**src/rtl/seq_det_pkg.sv**
```systemverilog
// Shared types and helpers for the parametrised serial pattern detector.
package seq_det_pkg;

  typedef enum logic [1:0] {
    StEmpty   = 2'd0,
    StFilling = 2'd1,
    StArmed   = 2'd2
  } fill_state_e;

  // Fill counter must be able to hold the value pat_w itself.
  function automatic int unsigned fill_width(input int unsigned pat_w);
    return $clog2(pat_w + 1);
  endfunction

endpackage

```
**src/rtl/seq_shift_hist.sv**
```systemverilog
// History shift register and fill counter, with clear (pattern load) and
// restart (non-overlapping match) controls.
module seq_shift_hist
  import seq_det_pkg::*;
#(
  parameter int unsigned PatW = 4
) (
  input  logic            clk_i,
  input  logic            rst_ni,
  input  logic            clear_i,
  input  logic            shift_i,
  input  logic            bit_i,
  input  logic            restart_i,
  output logic [PatW-1:0] hist_shift_o,
  output logic            full_shift_o,
  output logic            armed_o
);

  localparam int unsigned FillW = fill_width(PatW);
  localparam logic [FillW-1:0] FillMax = FillW'(PatW);

  logic [PatW-1:0]  hist_q, hist_d;
  logic [FillW-1:0] fill_q, fill_d, fill_shift;
  fill_state_e      state;

  // Post-shift view used by the comparator in the same cycle.
  always_comb begin
    hist_shift_o = {hist_q[PatW-2:0], bit_i};
    fill_shift   = (fill_q == FillMax) ? fill_q : fill_q + 1'b1;
    full_shift_o = (fill_shift == FillMax);
  end

  always_comb begin
    hist_d = hist_q;
    fill_d = fill_q;
    if (clear_i || restart_i) begin
      hist_d = '0;
      fill_d = '0;
    end else if (shift_i) begin
      hist_d = hist_shift_o;
      fill_d = fill_shift;
    end
  end

  always_comb begin
    state = StFilling;
    if (fill_q == '0) begin
      state = StEmpty;
    end else if (fill_q == FillMax) begin
      state = StArmed;
    end
    armed_o = (state == StArmed);
  end

  always_ff @(posedge clk_i or negedge rst_ni) begin
    if (!rst_ni) begin
      hist_q <= '0;
      fill_q <= '0;
    end else begin
      hist_q <= hist_d;
      fill_q <= fill_d;
    end
  end

endmodule

```
**src/rtl/seq_detector_param.sv**
```systemverilog
// Serial pattern detector: runtime-loadable pattern, overlapping or
// non-overlapping matching, registered match pulse and saturating counter.
module seq_detector_param
  import seq_det_pkg::*;
#(
  parameter int unsigned      PAT_W     = 4,
  parameter int unsigned      CNT_W     = 8,
  parameter logic [PAT_W-1:0] RESET_PAT = PAT_W'(4'b1011)
) (
  input  logic             clk,
  input  logic             rst,
  input  logic             in_valid,
  input  logic             inp,
  input  logic             pat_load,
  input  logic [PAT_W-1:0] pat_in,
  input  logic             overlap,
  input  logic             cnt_clr,
  output logic             outp,
  output logic [CNT_W-1:0] match_cnt,
  output logic             armed
);

  logic [PAT_W-1:0] pat_q, pat_d;
  logic [CNT_W-1:0] cnt_q, cnt_d;
  logic             outp_q, outp_d;
  logic [PAT_W-1:0] hist_shift;
  logic             full_shift;
  logic             shift_en;
  logic             match;

  // A pattern load discards the incoming bit entirely.
  assign shift_en = in_valid & ~pat_load;
  assign match    = shift_en & full_shift & (hist_shift == pat_q);

  seq_shift_hist #(
    .PatW (PAT_W)
  ) u_hist (
    .clk_i        (clk),
    .rst_ni       (rst),
    .clear_i      (pat_load),
    .shift_i      (shift_en),
    .bit_i        (inp),
    .restart_i    (match & ~overlap),
    .hist_shift_o (hist_shift),
    .full_shift_o (full_shift),
    .armed_o      (armed)
  );

  always_comb begin
    pat_d  = pat_load ? pat_in : pat_q;
    outp_d = match;
    cnt_d  = cnt_q;
    if (cnt_clr) begin
      cnt_d = '0;
    end else if (match && (cnt_q != '1)) begin
      cnt_d = cnt_q + 1'b1;
    end
  end

  always_ff @(posedge clk or negedge rst) begin
    if (!rst) begin
      pat_q  <= RESET_PAT;
      cnt_q  <= '0;
      outp_q <= 1'b0;
    end else begin
      pat_q  <= pat_d;
      cnt_q  <= cnt_d;
      outp_q <= outp_d;
    end
  end

  assign outp      = outp_q;
  assign match_cnt = cnt_q;

endmodule

```
**config.mk**
```make
export PLATFORM = sky130hd
export DESIGN_NAME = seq_detector_param
export DESIGN_NICKNAME = d
export VERILOG_FILES = /design/src/rtl/seq_det_pkg.sv /design/src/rtl/seq_shift_hist.sv /design/src/rtl/seq_detector_param.sv
export SDC_FILE = /design/constraint.sdc
export NUM_CORES = 1
export LEC_CHECK = 0
export ABC_AREA = 1
export ABC_CLOCK_PERIOD_IN_PS = 1650
export CORE_MARGIN = 5
export CORE_UTILIZATION = 53
export CTS_BUF_LIST = sky130_fd_sc_hd__clkbuf_4 sky130_fd_sc_hd__clkbuf_8
export CTS_CLUSTER_SIZE = 30
export DETAILED_ROUTE_END_ITERATION = 8
export PLACE_DENSITY_LB_ADDON = 0.2
export SLEW_MARGIN = 10
export SYNTH_ARGS = -nofsm -noshare
export SYNTH_HDL_FRONTEND = slang
export SYNTH_SLANG_ARGS = --single-unit
```
**constraint.sdc**
```tcl
create_clock -name clk -period 1.65 [get_ports clk]
set_input_delay 0.495 -clock clk [delete_from_list [all_inputs] [get_ports clk]]
set_output_delay 0.495 -clock clk [all_outputs]
set_load 0.02 [all_outputs]
```
==> metrics.cfg <==
[synthesis]
synthTopCellsByArea = dfrtp_1, nand2_1, nand3_1, dfstp_2, inv_1
ys_warn_count = 0
ys_ff_latch = 19
synth.avg_cell_area_sq_um = 7.80
syn_inst = 142
synth_top_area_cell = dfrtp_1
syn-cell-area_sq_mm = 0.00111
ys.flop_type = dfrtp_1
async_reset_ff_frac = 1.00
synth_top_cell_area_share = 0.362
synth_edf_count = 0
ys_types = 27
synth_nets = 156
yosysSeqAreaShare = 0.433

[placed_design]
dp_hpwl_um = 1900
place_ws_ns = -0.311
numPortBuffers = 20
place_area_sq_mm = 0.00143
gp_congestion = 0.861

[pwr]
power.leakage_nw = 0.884
pwr_density_cell_mw_per_mm2 = 596
vdd_drop_max_mv = 0.652

[route]
drc = 0
ant_nets = 0
vias = 1275
firstDrtPassIters = 4
detail_route.wl_per_cell_um = 18.7
drtIter0Drc = 72
vias_per_cell = 5.82
routed_wl_um = 4090

[finish]
drive_above_1_share = 0.401
area_growth_pct = 61.8
num-fill-cells = 86
final_nets = 207
multi_input_comb_area_sq_um = 762
diodes = 0
fin_area_sq_mm = 0.00179
ff_latch_area_sq_um = 480

[timing]
finalHoldViolCount = 0
slew_viol_final = 0
setup_viol = 15
grt_setup_unrepaired = true
min_period_ns = 1.75
min_period_over_period = 1.06
fin_skew_ns = 0.00927
max_slew_margin = 0.821
max_freq_mhz = 571
setup_ws_ns = -0.103
tightest_slew_ns = 0.268

[hold_path]
hp-class = primary input to async pin

[floorplan]
die_area_sq_mm = 0.00310
start_util = 0.559
die_w_um = 55.7
num_io_pins = 21
num_rows = 16
fp.dieH_um = 55.7
core_area_sq_mm = 0.00198

[clocking]
htree_num_levels = 1
cts_tree = done
root_buffer = clkbuf_4
cts_made_buffers = 3
clock_latency_ns = 0.32
clk_pin_slew_ns = 0.12
cts_buffer_depth = 2
cts_sinks = 19

[global_routing]
grt_max_degree = 20
track_usage = 0.197
grt_pass1_vias = 1094
grt_antenna_before_repair = 0
grt_pass1_wl_um = 4810
overflow = 0

[run_status]
violations = setup timing
status = complete, but fails checks

[critical_path]
regToRegEndpoint = match_cnt[7]
critical_path_peak_fanout = 2
regToRegSetupSlack_ns = -0.08
critPathKind = flop to primary output
worstSetupStartpointType = flop
reg2reg_depth = 12
cp.arrival_ns = 1.26
cp_data_required_time_ns = 1.15
cp-end-kind = primary output
r2r_start = u_hist.fill_q[0]

[job]
drv_cap = 0

-- logic make-up (layout without fill, tap and decap cells) --
logic type               after synthesis  in the layout  synth area share
flip-flops                            19             19             0.433
adder cells (fa/ha/maj)                3              3            0.0339
AND/OR/NAND/NOR                       92             94             0.409
buffers and inverters                 18             66            0.0621
XOR/XNOR                               5              5            0.0395
AO/OA/AOI/OAI                          5              5            0.0226
-- state kept, by name, summed over array words and instances, names as in the netlist --
register / flops
match_cnt: 8
pat_q: 4
u_hist.hist_q: 3
outp: 1
u_hist.fill_q: 3
-- critical path, cell delays in order, from the launching register on --
cell     delay, ns
dfrtp_1       0.43
inv_2         0.11
ha_4          0.16
nand2_4       0.06
inv_2         0.07
buf_6         0.11
-- layout by cell type, fill, tap and decap left out, types with 4 or more instances in the layout --
| cell type | count |
|---|---|
| inv_2 | 5 |
| nand2_1 | 31 |
| inv_1 | 11 |
| nand2_4 | 5 |
| nand3_1 | 8 |
| nand2_2 | 10 |
| nand3_2 | 7 |
| nand4_1 | 4 |
| buf_6 | 9 |
| xor2_1 | 4 |
| nand3_4 | 6 |
| clkdlybuf4s50_1 | 9 |
| nor2_1 | 12 |
| o21ai_0 | 4 |
| buf_4 | 16 |
| dlygate4sd2_1 | 8 |
| dfrtp_1 | 15 |
-- cells in the mapped netlist, types with 2 or more instances --
master	count
nor2_1	14
nand3_2	2
o21ai_0	4
nand2_1	45
inv_1	15
dfrtp_1	16
nand4_1	4
ha_1	3
nand3_1	16
xor2_1	4
dfstp_2	3
-- routing by layer --
layer	track usage	routed length, um	vias to the layer above
li1	-	-	562
met5	0	0	-
met3	0.0302	291	16
met1	0.247	1580	618
met2	0.321	2050	79
met4	0.111	164	0
-- final cells by class --
cell class | count | area share
clock buffer | 3 | 0.0126
sequential | 19 | 0.268
multi-input combinational | 107 | 0.425
clock inverter | 1 | 0.00419
timing repair buffer | 45 | 0.235
tap | 27 | 0.0189
inverter | 17 | 0.0356
-- what timing repair did --
| action | 4_1_cts | 5_1_grt |
|---|---|---|
| hold buffers | 0 | 0 |
| cloned | 1 | 1 |
| gates resized for setup | 32 | 41 |
| endpoints found under the setup margin | 24 | 17 |
| pin swaps | 9 | 20 |
| buffers inserted | 11 | 9 |
-- worst max path at each step --
stage / cells past startpoint / end / from / slack (ns)
floorplan: 8 / match_cnt[0] / match_cnt[0] / 0.1
global placement: 8 / u_hist.fill_q[0] / in_valid / -0.25
CTS: 14 / match_cnt[3] / u_hist.fill_q[0] / -0.1
finish: 5 / armed / u_hist.fill_q[0] / -0.10
global route: 12 / u_hist.hist_q[2] / u_hist.fill_q[0] / -0.16
detailed placement: 8 / u_hist.fill_q[1] / in_valid / -0.31
-- per-stage QoR --
stage | TNS, ns | total power, mW | hold WS [ns] | util | std cells
after floorplan | 0 | 0.597 | 0.199 | - | 142
after global placement | -3.26 | 0.675 | 0.463 | 0.720 | 200
after detailed placement | -4.23 | 0.683 | 0.479 | 0.720 | 200
after CTS | -1.05 | 0.983 | 0.497 | 0.792 | 212
after global routing | -1.66 | 1.11 | 0.503 | 0.904 | 219
final | -0.763 | 1.07 | 0.493 | 0.904 | 219
-- power breakdown --
part,internal (mW),leakage [nW],switching [mW]
sequential,0.490,0.247,0.0209
clock,0.0930,0.0139,0.171
combinational,0.144,0.623,0.148
No activity file was read; power rests on OpenSTA's default activity.
